## src/rtl/instruction_fetch.sv

```systemverilog
// instruction_fetch: single-outstanding instruction fetch unit.
//
// Issues one read per instruction to instruction memory, holds the returned
// word for the consumer until it is retired, then advances pc (sequential
// or branch redirect) and fetches again.
//
// Ports
//   clk, reset          : clock, synchronous active-high reset
//   mem_req, mem_addr   : memory read request / address (address = pc)
//   mem_ack, mem_rdata  : memory read data valid / instruction word
//   instruction, pc     : held instruction word and its address
//   instr_valid         : instruction is valid for the consumer
//   instr_ready         : consumer retires the held instruction
//   branch_taken/target : redirect applied on retire
//   fetch_err           : sticky fetch timeout flag
//
// Build option
//   FETCH_TIMEOUT_EN : when defined, a FETCH that sees no mem_ack for
//                      TIMEOUT_CYCLES cycles enters ERR and sets fetch_err.
//                      When undefined, FETCH waits forever and fetch_err = 0.
module instruction_fetch #(
    parameter logic [63:0] RESET_PC       = 64'h0000_0000_0000_0000,
    parameter int unsigned TIMEOUT_CYCLES = 16
) (
    input  logic        clk,
    input  logic        reset,
    output logic        mem_req,
    output logic [63:0] mem_addr,
    input  logic        mem_ack,
    input  logic [31:0] mem_rdata,
    output logic [31:0] instruction,
    output logic [63:0] pc,
    output logic        instr_valid,
    input  logic        instr_ready,
    input  logic        branch_taken,
    input  logic [63:0] branch_target,
    output logic        fetch_err
);

    localparam logic [31:0] NOP_INSTR = 32'h0000_0013;

    typedef enum logic [1:0] {
        IDLE  = 2'd0,
        FETCH = 2'd1,
        VALID = 2'd2,
        ERR   = 2'd3
    } state_t;

    state_t state;

    // A zero-cycle timeout is meaningless; reject it at elaboration.
    if (TIMEOUT_CYCLES < 1) begin : g_bad_timeout
        $error("instruction_fetch: TIMEOUT_CYCLES must be at least 1");
    end

    // The request address is always the pc register.
    assign mem_addr = pc;

`ifdef FETCH_TIMEOUT_EN
    localparam int unsigned CNT_W = $clog2(TIMEOUT_CYCLES + 1);
    localparam logic [CNT_W-1:0] CNT_LAST = CNT_W'(TIMEOUT_CYCLES - 1);

    logic [CNT_W-1:0] tcnt;
    logic             err_q;

    assign fetch_err = err_q;
`else
    assign fetch_err = 1'b0;
`endif

    // Fetch FSM; all outputs are registered alongside the state.
    always_ff @(posedge clk) begin
        if (reset) begin
            state       <= IDLE;
            pc          <= RESET_PC;
            instruction <= NOP_INSTR;
            instr_valid <= 1'b0;
            mem_req     <= 1'b0;
`ifdef FETCH_TIMEOUT_EN
            tcnt        <= '0;
            err_q       <= 1'b0;
`endif
        end else begin
            case (state)
                IDLE: begin
                    state   <= FETCH;
                    mem_req <= 1'b1;
`ifdef FETCH_TIMEOUT_EN
                    tcnt    <= '0;
`endif
                end

                FETCH: begin
                    if (mem_ack) begin
                        // An ack in the limit cycle still wins over the timeout.
                        instruction <= mem_rdata;
                        instr_valid <= 1'b1;
                        mem_req     <= 1'b0;
                        state       <= VALID;
                    end
`ifdef FETCH_TIMEOUT_EN
                    else if (tcnt == CNT_LAST) begin
                        mem_req <= 1'b0;
                        err_q   <= 1'b1;
                        state   <= ERR;
                    end else begin
                        tcnt <= tcnt + CNT_W'(1);
                    end
`endif
                end

                VALID: begin
                    if (instr_ready) begin
                        // Redirect targets are forced to word alignment.
                        pc          <= branch_taken ? {branch_target[63:2], 2'b00}
                                                    : pc + 64'd4;
                        instr_valid <= 1'b0;
                        mem_req     <= 1'b1;
                        state       <= FETCH;
`ifdef FETCH_TIMEOUT_EN
                        tcnt        <= '0;
`endif
                    end
                end

                ERR: begin
                    state <= ERR;
                end

                default: begin
                    state <= IDLE;
                end
            endcase
        end
    end

endmodule

```

## config.mk

```make
export PLATFORM = sky130hd
export DESIGN_NAME = instruction_fetch
export DESIGN_NICKNAME = d
export VERILOG_FILES = /design/src/rtl/instruction_fetch.sv
export SDC_FILE = /design/constraint.sdc
export NUM_CORES = 1
export LEC_CHECK = 0
export ABC_AREA = 0
export CAP_MARGIN = 20
export CORE_MARGIN = 2
export CORE_UTILIZATION = 35
export DETAILED_ROUTE_END_ITERATION = 12
export HOLD_SLACK_MARGIN = 0.1
export PLACE_DENSITY = 0.68
export SLEW_MARGIN = 20
export SYNTH_ARGS = -nofsm -noshare
export SYNTH_HDL_FRONTEND = slang
export SYNTH_SLANG_ARGS = --single-unit
```

## constraint.sdc

```tcl
create_clock -name clk -period 2.9 [get_ports clk]
set_clock_uncertainty 0.1 [all_clocks]
set_input_delay 0.58 -clock clk [delete_from_list [all_inputs] [get_ports clk]]
set_output_delay 0.58 -clock clk [all_outputs]
set_load 0.05 [all_outputs]
```

== Word-level counts from Yosys, hierarchy flattened ==
Index checks and enable logic that the tools add are counted.

* Equal/unequal tests: 5
* Multiplexer cells: 10
* Reductions and logical operators: 8
* $add $sub $neg: 1

{| class="wikitable"
|+ Operators by type and width
! kind !! number
|-
| adder 64 x 3 -> 64 bit (second input constant) || 1
|-
| 2-to-1 mux 64 bit || 1
|-
| case mux 2 bit (4 select lines) || 1
|-
| AND reduction 2 bit || 3
|-
| AND reduction 3 bit || 2
|-
| == test 2 bit (second input constant) || 2
|-
| 2-to-1 mux 1 bit || 4
|-
| 2-to-1 mux 2 bit || 2
|-
| != test 2 bit (second input constant) || 2
|-
| case mux 1 bit (3 select lines) || 1
|-
| nonzero test 3 bit || 1
|-
| == test 2 x 1 -> 1 bit (second input constant) || 1
|-
| zero test 2 bit || 1
|-
| case mux 1 bit (2 select lines) || 1
|-
| nonzero test 2 bit || 1
|}

* Bits in registers: 100
* Word-level logic and storage cells: 29

== Logic depth before layout (Yosys ltp) ==
* Word-level depth: 3
* Mapped depth: 8
* Depth with buffers taken out: 6

== Worst setup path after synthesis ==
OpenSTA, ideal clock, no wires.

* Path kind: register to register
* Start: register pc[2] (netlist: mem_addr[2])
* End: register pc[44] (netlist: mem_addr[44])
* Arrival: 2552 ps
* Path buffers: 1
* Period minus slack after synthesis: 2726 ps
* Stages on the path, launching flop included: 8
* Library setup time: 74 ps
* Slack: 174 ps
* Cell sequence: dfxtp_1 -> ha_1 -> nand4_1 -> nor4_1 -> and3_1 -> clkbuf_1 -> nand4_1 -> a31oi_1

* Cells in the longest elaborated chain, start to end: 2

{| class="wikitable"
|+ Ends and longest elaborated chain
! item !! line !! RTL
|-
| start: declaration || 32 || <nowiki>output logic [63:0] pc,</nowiki>
|-
| start signal: assignment || 115 || <nowiki>pc <= branch_taken ? {branch_target[63:2], 2'b00}</nowiki>
|-
| adder 64 x 3 -> 64 bit || 116 || <nowiki>: pc + 64'd4;</nowiki>
|-
| 2-to-1 mux 64 bit || 115 ||
|}

Every way passes these cells.
A chain may end at the register's enable or synchronous reset.

== Worst setup path in the final report ==
* Start: register pc[38] (netlist: mem_addr[38])
* End: output pc[38]

No word-level cell between the ends.

==> metrics.yaml <==
cts.reportedPaths.clkPinSlew_ps: 80
seq_area_frac_synth_pct: 31.14
leakage_nw: 2.976
synthCells: 868
rsz0062_at_grt: "no"
async_flop_share_pct: 0
setup_viol: 0
arrival_ps: 1890
gr-total-overflow: 0
post_dp_cell_area_um2: 8703
ir_drop_mv: 0.3012
cts_sinks: 98
dp_hpwl_mm: 16.49
cp-end-kind: "output port"
die-height_um: 138.2
start_util_pct: 35.32
areaGrowthSynthToFinish_pct: 43.01
p_per_area_nw_per_um2: 395.0
vias: 7298
drt_pass1_iterations: 6
cts_made_buffers: 9
slew_violations: 0
final_nets: 1146
stdcell_area_um2: 9011
path_cells: "clkdlybuf4s50_1"
critPathMaxStageDelay_ps: 910
final_core_util_pct: 50.51
drt_iter0_drc: 549
p_total_w: 0.003559
grt_pass1_wl_mm: 36.20
cp_max_fo: 12
hold_viol: 0
viasPerCell: 5.710
fmax_mhz: 388.5
htree_levels: 3
met3_usage_pct: 6.235
clockBufferDepth: 2
postRouteAntennaNets: 0
post-route-period-util_pct: 88.75
synthesis.area_um2: 6301
cts_setup_buffers: 0
place_congestion: 0.8614
die-area_um2: 19090
row_count: 49
drt_wl_total_mm: 22.99
layout_commonest_cell: "clkdlybuf4s50_1"
cts_tree: "built"
gr-usage-all-layers_pct: 23.03
grt_pass1_vias: 6647
port_buffers: 256
layout-drive-gt1-share_pct: 6.768
grt_start_max_net_pins: 47
status: "finished, final reports clean"
core_area_um2: 17840
grt.busiest_layer: "met2"
synthFlopType: "dfxtp_1"
worstSetupPathType: "reg -> out"
syn_avg_cell_area_um2: 7.259
path_buf_inv: 1
die_w_um: 138.2
synth_edf_count: 0
grt_util_met1_pct: 29.97
drcViolationCount: 0
ctsResizeCount: 0
diodes: 0
max_slew_margin_pct: 57.77
drv_cap: 0
final_cell_mix: "clkdlybuf4s50_1 (254), nand2_1 (139), dfxtp_1 (98), a21oi_1 (82), nand3_1 (46)"
ys_warn_count: 0
min_period_ps: 2574
dp_cells: 1262
gr-usage-met2_pct: 37.42
hp-class: "reg -> reg"
cts-hold-fix-buffers: 0
cp_slowest_cell: "clkdlybuf4s50_1"
path_delay_family: "buffers and inverters"
io_pins: 264
insertion_delay_ps: 360
crit_path_start_kind: "flip-flop"
required_ps: 2220
yosys_register_bits: 98
tightest_slew_ps: 628.7
cts_root_buffer: "clkbuf_16"
layout.cells.non_filler: 1278
wl_per_cell_um: 17.99
antenna_found_initial: 0
ys_types: 64
setup_tns_ps: 0
final timing paths:
kind / from / end / slack (ps) / depth (start not counted)
hold / removal: instruction[23] / instruction[23] / 350 / 2
setup / recovery: mem_addr[38] / pc[38] / 330 / 1
hold reg to reg: instruction[23] / instruction[23] / 350 / 2
setup reg to reg: mem_addr[3] / mem_addr[18] / 440 / 6
metal layers:
| metal | routed length (µm) | vias to the layer above |
|---|---|---|
| met5 | 0 | - |
| met4 | 359 | 0 |
| met3 | 2013 | 25 |
| met2 | 10710 | 355 |
| met1 | 9906 | 3428 |
| li1 | - | 3490 |
cell families after synthesis:
family / synth area share [%]
AOI/OAI and AO/OA: 23.59
adders and majority gates: 0.1985
buffers and inverters: 12.93
DFF: 31.14
muxes: 1.013
other: 0.05951
and+or+nand+nor: 31.08
final cells by class:
| cell class | count | area [µm²] |
|---|---|---|
| well taps | 229 | 286.5 |
| clock buffers | 9 | 225.2 |
| repair buffers | 293 | 2848 |
| inverters | 17 | 63.81 |
| multi-input cells | 625 | 3543 |
| flip-flops and latches | 98 | 1962 |
| fillers | 1754 | 8830 |
| clock inverters | 7 | 82.58 |
flip-flops by register name, summed over array words and instances, names as in the netlist:
name,flops
state,2
mem_addr,62
mem_req,1
instruction,32
instr_valid,1
power breakdown:
part	switching, W	internal [W]	total, W
Clock	0.000614	0.000688	0.00130
Sequential	0.0000633	0.00140	0.00146
Combinational	0.000485	0.000314	0.000798
synth_stat cells (all sizes together) (17+ instances only):
library cell    n  share of area, %
nand2         139               8.3
dfxtp          98                31
a21oi          82               6.5
buf            77               8.6
clkbuf         55               3.3
nand3          47               3.8
nor2           42               2.5
nor3           35               2.8
o21ai          30               2.4
nand4          29               3.0
a31oi          24               2.4
and3           23               2.3
nor4           23               2.8
inv            17               1.0
metrics by stage:
| stage | worst slack [ps] | hold slack (ps) |
|---|---|---|
| after floorplan | 173.7 | 404.7 |
| after global placement | 345.6 | 340.9 |
| after detailed placement | 278.9 | 346.5 |
| after CTS | 329.4 | 355.8 |
| after global routing | 252.4 | 376.0 |
| final | 326.2 | 353.7 |
(Power assumes the default switching activity.)
